===== src/rtl/div_f_writeback.sv =====
// div_f_writeback: collects divide-lane results, buffers unmasked ones and writes them to the vector register bank
// Ports: start/vlr_i/dest_reg_i launch an operation; result_i = {valid, mask, data} from the divide lane;
// wr_* is the arbitrated register-bank write port (head pops on wr_grant_i); busy_o/done_o/overflow_o report status.
module div_f_writeback #(
  parameter int DATA_WIDTH = 32,
  parameter int MVL = 32,
  parameter int ID = 0,
  parameter int FIFO_DEPTH = 4,
  localparam int IW = $clog2(MVL) + 1
) (
  input  logic                  clk,
  input  logic                  reset,
  input  logic                  start,
  input  logic [IW-1:0]         vlr_i,
  input  logic [4:0]            dest_reg_i,
  input  logic [DATA_WIDTH+1:0] result_i,
  input  logic                  wr_grant_i,
  output logic                  wr_en_o,
  output logic [4:0]            wr_reg_o,
  output logic [IW-1:0]         wr_addr_o,
  output logic [DATA_WIDTH-1:0] wr_data_o,
  output logic                  busy_o,
  output logic                  done_o,
  output logic                  overflow_o
);
  localparam int AW = $clog2(FIFO_DEPTH);
  localparam logic [AW:0] FULL = (AW + 1)'(FIFO_DEPTH);
  typedef enum logic [1:0] {IDLE, COLLECT, DRAIN, DONE} state_t;
  state_t state;
  logic [IW-1:0] cnt, vlr, cnt_inc;
  logic [4:0] dest;
  logic [IW+DATA_WIDTH-1:0] mem [FIFO_DEPTH];
  logic [AW-1:0] rd, wr;
  logic [AW:0] occ, occ_next;
  logic overflow, accept, push, pop, empty, full, unused_id;
  assign unused_id = ^ID;
  always_comb begin
    empty = occ == '0;
    full = occ == FULL;
    accept = state == COLLECT && result_i[DATA_WIDTH+1];
    pop = !empty && wr_grant_i;
    // a simultaneous pop frees the slot, so a push into a full FIFO still succeeds
    push = accept && result_i[DATA_WIDTH] && (!full || pop);
    occ_next = occ + (AW + 1)'(push) - (AW + 1)'(pop);
    cnt_inc = cnt + 1'b1;
  end
  assign wr_en_o = !empty;
  assign wr_reg_o = dest;
  assign wr_addr_o = empty ? '0 : mem[rd][IW+DATA_WIDTH-1:DATA_WIDTH];
  assign wr_data_o = empty ? '0 : mem[rd][DATA_WIDTH-1:0];
  assign busy_o = state == COLLECT || state == DRAIN;
  assign done_o = state == DONE;
  assign overflow_o = overflow;
  always_ff @(posedge clk) begin
    if (reset) begin
      state <= IDLE;
      cnt <= '0;
      vlr <= '0;
      dest <= '0;
      rd <= '0;
      wr <= '0;
      occ <= '0;
      overflow <= 1'b0;
    end else if (start) begin
      state <= vlr_i == '0 ? DONE : COLLECT;
      cnt <= '0;
      vlr <= vlr_i;
      dest <= dest_reg_i;
      rd <= '0;
      wr <= '0;
      occ <= '0;
      overflow <= 1'b0;
    end else begin
      if (accept) cnt <= cnt_inc;
      if (push) begin
        mem[wr] <= {cnt, result_i[DATA_WIDTH-1:0]};
        wr <= wr + 1'b1;
      end
      if (pop) rd <= rd + 1'b1;
      occ <= occ_next;
      if (accept && result_i[DATA_WIDTH] && full && !pop) overflow <= 1'b1;
      // DRAIN looks at next-cycle occupancy so done follows the final pop by one cycle
      state <= state == COLLECT ? (accept && cnt_inc == vlr ? DRAIN : COLLECT) :
               state == DRAIN ? (occ_next == '0 ? DONE : DRAIN) : IDLE;
    end
  end
endmodule


===== config.mk =====
export PLATFORM = sky130hd
export DESIGN_NAME = div_f_writeback
export DESIGN_NICKNAME = d
export VERILOG_FILES = /design/src/rtl/div_f_writeback.sv
export SDC_FILE = /design/constraint.sdc
export NUM_CORES = 1
export LEC_CHECK = 0
export BUFFER_PORTS_ARGS = -buffer_cell sky130_fd_sc_hd__buf_2
export CORE_ASPECT_RATIO = 1.1
export CORE_MARGIN = 1.5
export CORE_UTILIZATION = 40
export DETAILED_ROUTE_END_ITERATION = 10
export GPL_TIMING_DRIVEN = 0
export PLACE_DENSITY = 0.58
export SLEW_MARGIN = 10
export SYNTH_ARGS = -nofsm -noshare
export SYNTH_HDL_FRONTEND = slang
export SYNTH_SLANG_ARGS = --single-unit

===== constraint.sdc =====
create_clock -name clk -period 3.05 [get_ports clk]
set_input_delay 0.61 -clock clk [delete_from_list [all_inputs] [get_ports clk]]
set_output_delay 0.61 -clock clk [all_outputs]
set_load 0.05 [all_outputs]

==> impl_metrics.csv <==
group,metric,value,unit
status,status,"finished clean",
cts,cts_inserted_buffers,17,
cts,cts_hold_buf,0,
synth,syn_area,7180,µm²
synth,synth_top_area_cell,"edfxtp_1",
die,die_area,18800,µm²
synth,ys_warn_count,0,
layout,utilization,49.2,%
timing,fin_ws,0.178,ns
routing,wirelength,13.3,mm
routing,drtPass1Iterations,4,
power,powerDensity,611,nW/µm²
synth,synth_top_family_by_area,"multiplexers",
run,drv_cap,0,
synth,synth_xor_area_share,2.27,%
setup_path,path_cells,"ha_1, nand2_1, nor3b_4, inv_1, ha_1, inv_1, ha_1, fa_1, xnor3_1, nor4b_2, nor3_1, a211oi_2",
placed_design,dp_hpwl,8.65,mm
grt,gr-total-overflow,0,
timing,clock.fmax,348,MHz
synth,avgSynthCellArea,18.5,µm²
setup_path,cp_common_cell,"ha_1",
cts,cts.sinks,181,
setup_path,slowest_stage,"xnor3_1",
layout,syn_to_final_growth,20.9,%
synth,synth_flop_cell,"edfxtp_1",
placed_design,port_buffers,94,
setup_path,timing.reg2reg.setup_slack,0.18,ns
timing,worstMarginPinSlew,0.674,ns
cts,clk_pin_slew,0.06,ns
setup_path,cp.arrival,3.22,ns
setup_path,ff2ff_path_depth,12,
timing,rsz0062_at_grt,"no",
routing,vias,3674,
synth,synth_common_cells,"edfxtp_1, and2_1, mux4_2",
die,placementRows,51,
synth,synthCells,388,
cts,clock_path_buffers,2,
setup_path,cp.required,3.40,ns
die,die_y,143,µm
routing,drc,0,
timing,fin_skew,0.00691,ns
cts,htree_num_levels,4,
timing,min_period,2.87,ns
synth,synth-edff-count,152,
synth,synth-seq-cells,181,
synth,synth_mux_area_share,13.6,%
synth,synth-simple-area-share,7.37,%
layout,antennaDiodeCount,0,
power,p_leak,0.00311,µW
placed_design,preCtsSetupSlack,-0.153,ns
routing,drt_iter0_drc,184,
grt,grt_first_pass_wirelength,21.1,mm
setup_path,r2r-start,"state[0]",
grt,grt_start_max_net_pins,24,
timing,setup_viol,0,
die,core,17600,µm²
grt,antenna_found_initial,2,
worst_hold_path,hold_path_class,"in2reg",
setup_path,cpPeakStageDelay,0.38,ns
timing,maxSlewViolCount,0,
synth,synth_fa_ha_area_share,2.02,%
die,start_util,40.8,%
layout,fin_nets,566,
cts,clock_latency,0.43,ns
layout,fill_cells,1515,
grt,grt_use_total,15.6,%
synth,synth_compound_area_share,0.976,%
cts,cts-root-buf,"clkbuf_16",
timing,slew-limit-headroom,54.4,%
routing,drt-wirelength-per-cell,17.5,µm
power,peakVddDrop,0.398,mV
routing,vias_per_cell,4.85,
routing,drtAntennaViolNets,0,
setup_path,timing.rr.end,"state[0]",
worst_hold_path,hp-start,"result_i[13]",
grt,grt_pass1_vias,3946,
synth,yosysSeqAreaShare,71.7,%
placed_design,routabilityCongestion,0.713,
synth,synth.most_common_cell,"edfxtp_1",
setup_path,worstSetupEndpointType,"register",
timing,hold_violations,0,
synth,yosys-top-cells-area,"edfxtp_1, mux4_2, dfxtp_1",
worst_hold_path,worstHoldPathCells,1,
setup_path,critPathMaxFanout,4,
die,io_pins,96,
synth,synth_nets,448,
synth,synth_cell_types,35,
synth,synth-async-reset-ratio,0,%
setup_path,start_kind,"register",
setup_path,worstSetupPathType,"reg2reg",
cts,cts_tree,"yes",
worst_hold_path,min_to,"mem[3][13]",
synth,netlist.area_leader.share,63.6,%
die,die_x,131,µm
layout,drive_gt1_share,35.5,%
timing,fin_crit_sh,94.2,%
-- sequential cells by signal (all words and copies together) (netlist names), named ones only --
register	cells
mem	152
overflow_o	1
wr	2
occ	3
state	2
vlr	6
wr_reg_o	5
rd	2
cnt	6
-- cell families (layout without fill, tap and decap cells) --
| logic type | Yosys count | in the layout |
|---|---|---|
| fa+ha+maj | 11 | 11 |
| buf+inv | 27 | 158 |
| compound gates | 10 | 10 |
| mux | 50 | 50 |
| simple gates | 92 | 92 |
| xor+xnor | 17 | 17 |
| flops | 181 | 181 |
-- per-stage QoR --
step | hold WS [ns] | cells | TNS (ns) | total power [µW] | instance area [µm²]
final | 0.396 | 757 | 0 | 5300 | 8670
after global routing | 0.384 | 757 | 0 | 5480 | 8670
after CTS | 0.379 | 756 | 0 | 5350 | 8670
after detailed placement | 0.456 | 724 | -0.153 | 3060 | 8030
after global placement | 0.464 | 720 | -65.05 | 3050 | 7950
after floorplan | 0.480 | 388 | 0 | 2950 | 7180
-- final cells by class --
class | instances | area, µm² | area share (%)
Buffer | 17 | 111 | 1.28
Clock buffer | 23 | 478 | 5.51
Clock inverter | 9 | 151 | 1.75
Inverter | 10 | 37.5 | 0.433
Multi-Input combinational cell | 180 | 1890 | 21.8
Sequential cell | 181 | 5140 | 59.3
Tap cell | 238 | 298 | 3.43
Timing Repair Buffer | 99 | 558 | 6.43
-- critical path: cells and delay by family, from the launching register on --
kind,cells,cell delay (ns)
xor+xnor,1,0.38
flops,1,0.36
simple gates,4,0.71
fa+ha+maj,4,1.04
buf+inv,2,0.11
compound gates,1,0.19
-- power breakdown --
group	switching (µW)	leakage (µW)	total, µW	internal [µW]
Clock	865	0.000297	2300	1430
Combinational	204	0.00122	303	98.5
Sequential	10.1	0.00159	2700	2690
-- layout by cell type, fill, tap and decap left out, types with 5 or more instances in the layout --
cell type	instances
xnor2_1	8
mux2i_1	12
dfxtp_1	29
buf_12	6
clkbuf_16	17
inv_1	10
nand3_1	5
edfxtp_1	152
ha_1	10
mux4_2	38
clkbuf_1	11
buf_2	100
nor2_1	22
xor2_1	8
and2_1	45
-- metal layers --
| metal | vias up | track usage [%] | share of wire [%] |
|---|---|---|---|
| met5 | - | 0 | 0.25 |
| met4 | 4 | 6.77 | 1.7 |
| met3 | 21 | 3.95 | 3.8 |
| met2 | 71 | 26.8 | 52 |
| met1 | 1852 | 18.6 | 42 |
| li1 | 1726 | - | - |
-- worst max path at each step --
stage                            start          to  slack (ns)  depth (start not counted)
final                         state[0]    state[0]        0.18                         12
after global placement    result_i[33]  mem[0][29]       -0.43                          4
after CTS                     state[0]    state[0]       0.008                         12
after floorplan           result_i[33]    state[0]        0.23                         11
after detailed placement  result_i[33]    state[0]       -0.15                         12
after global routing          state[0]    state[0]       0.008                         12
-- repair_timing --
item,4_1_cts,5_1_grt
pin swaps,0,1
buffers inserted,0,1
gates resized for setup,1,0
cloned,0,0
setup endpoints to repair,1,1
Note: power is estimated with default switching activity, not from simulation.
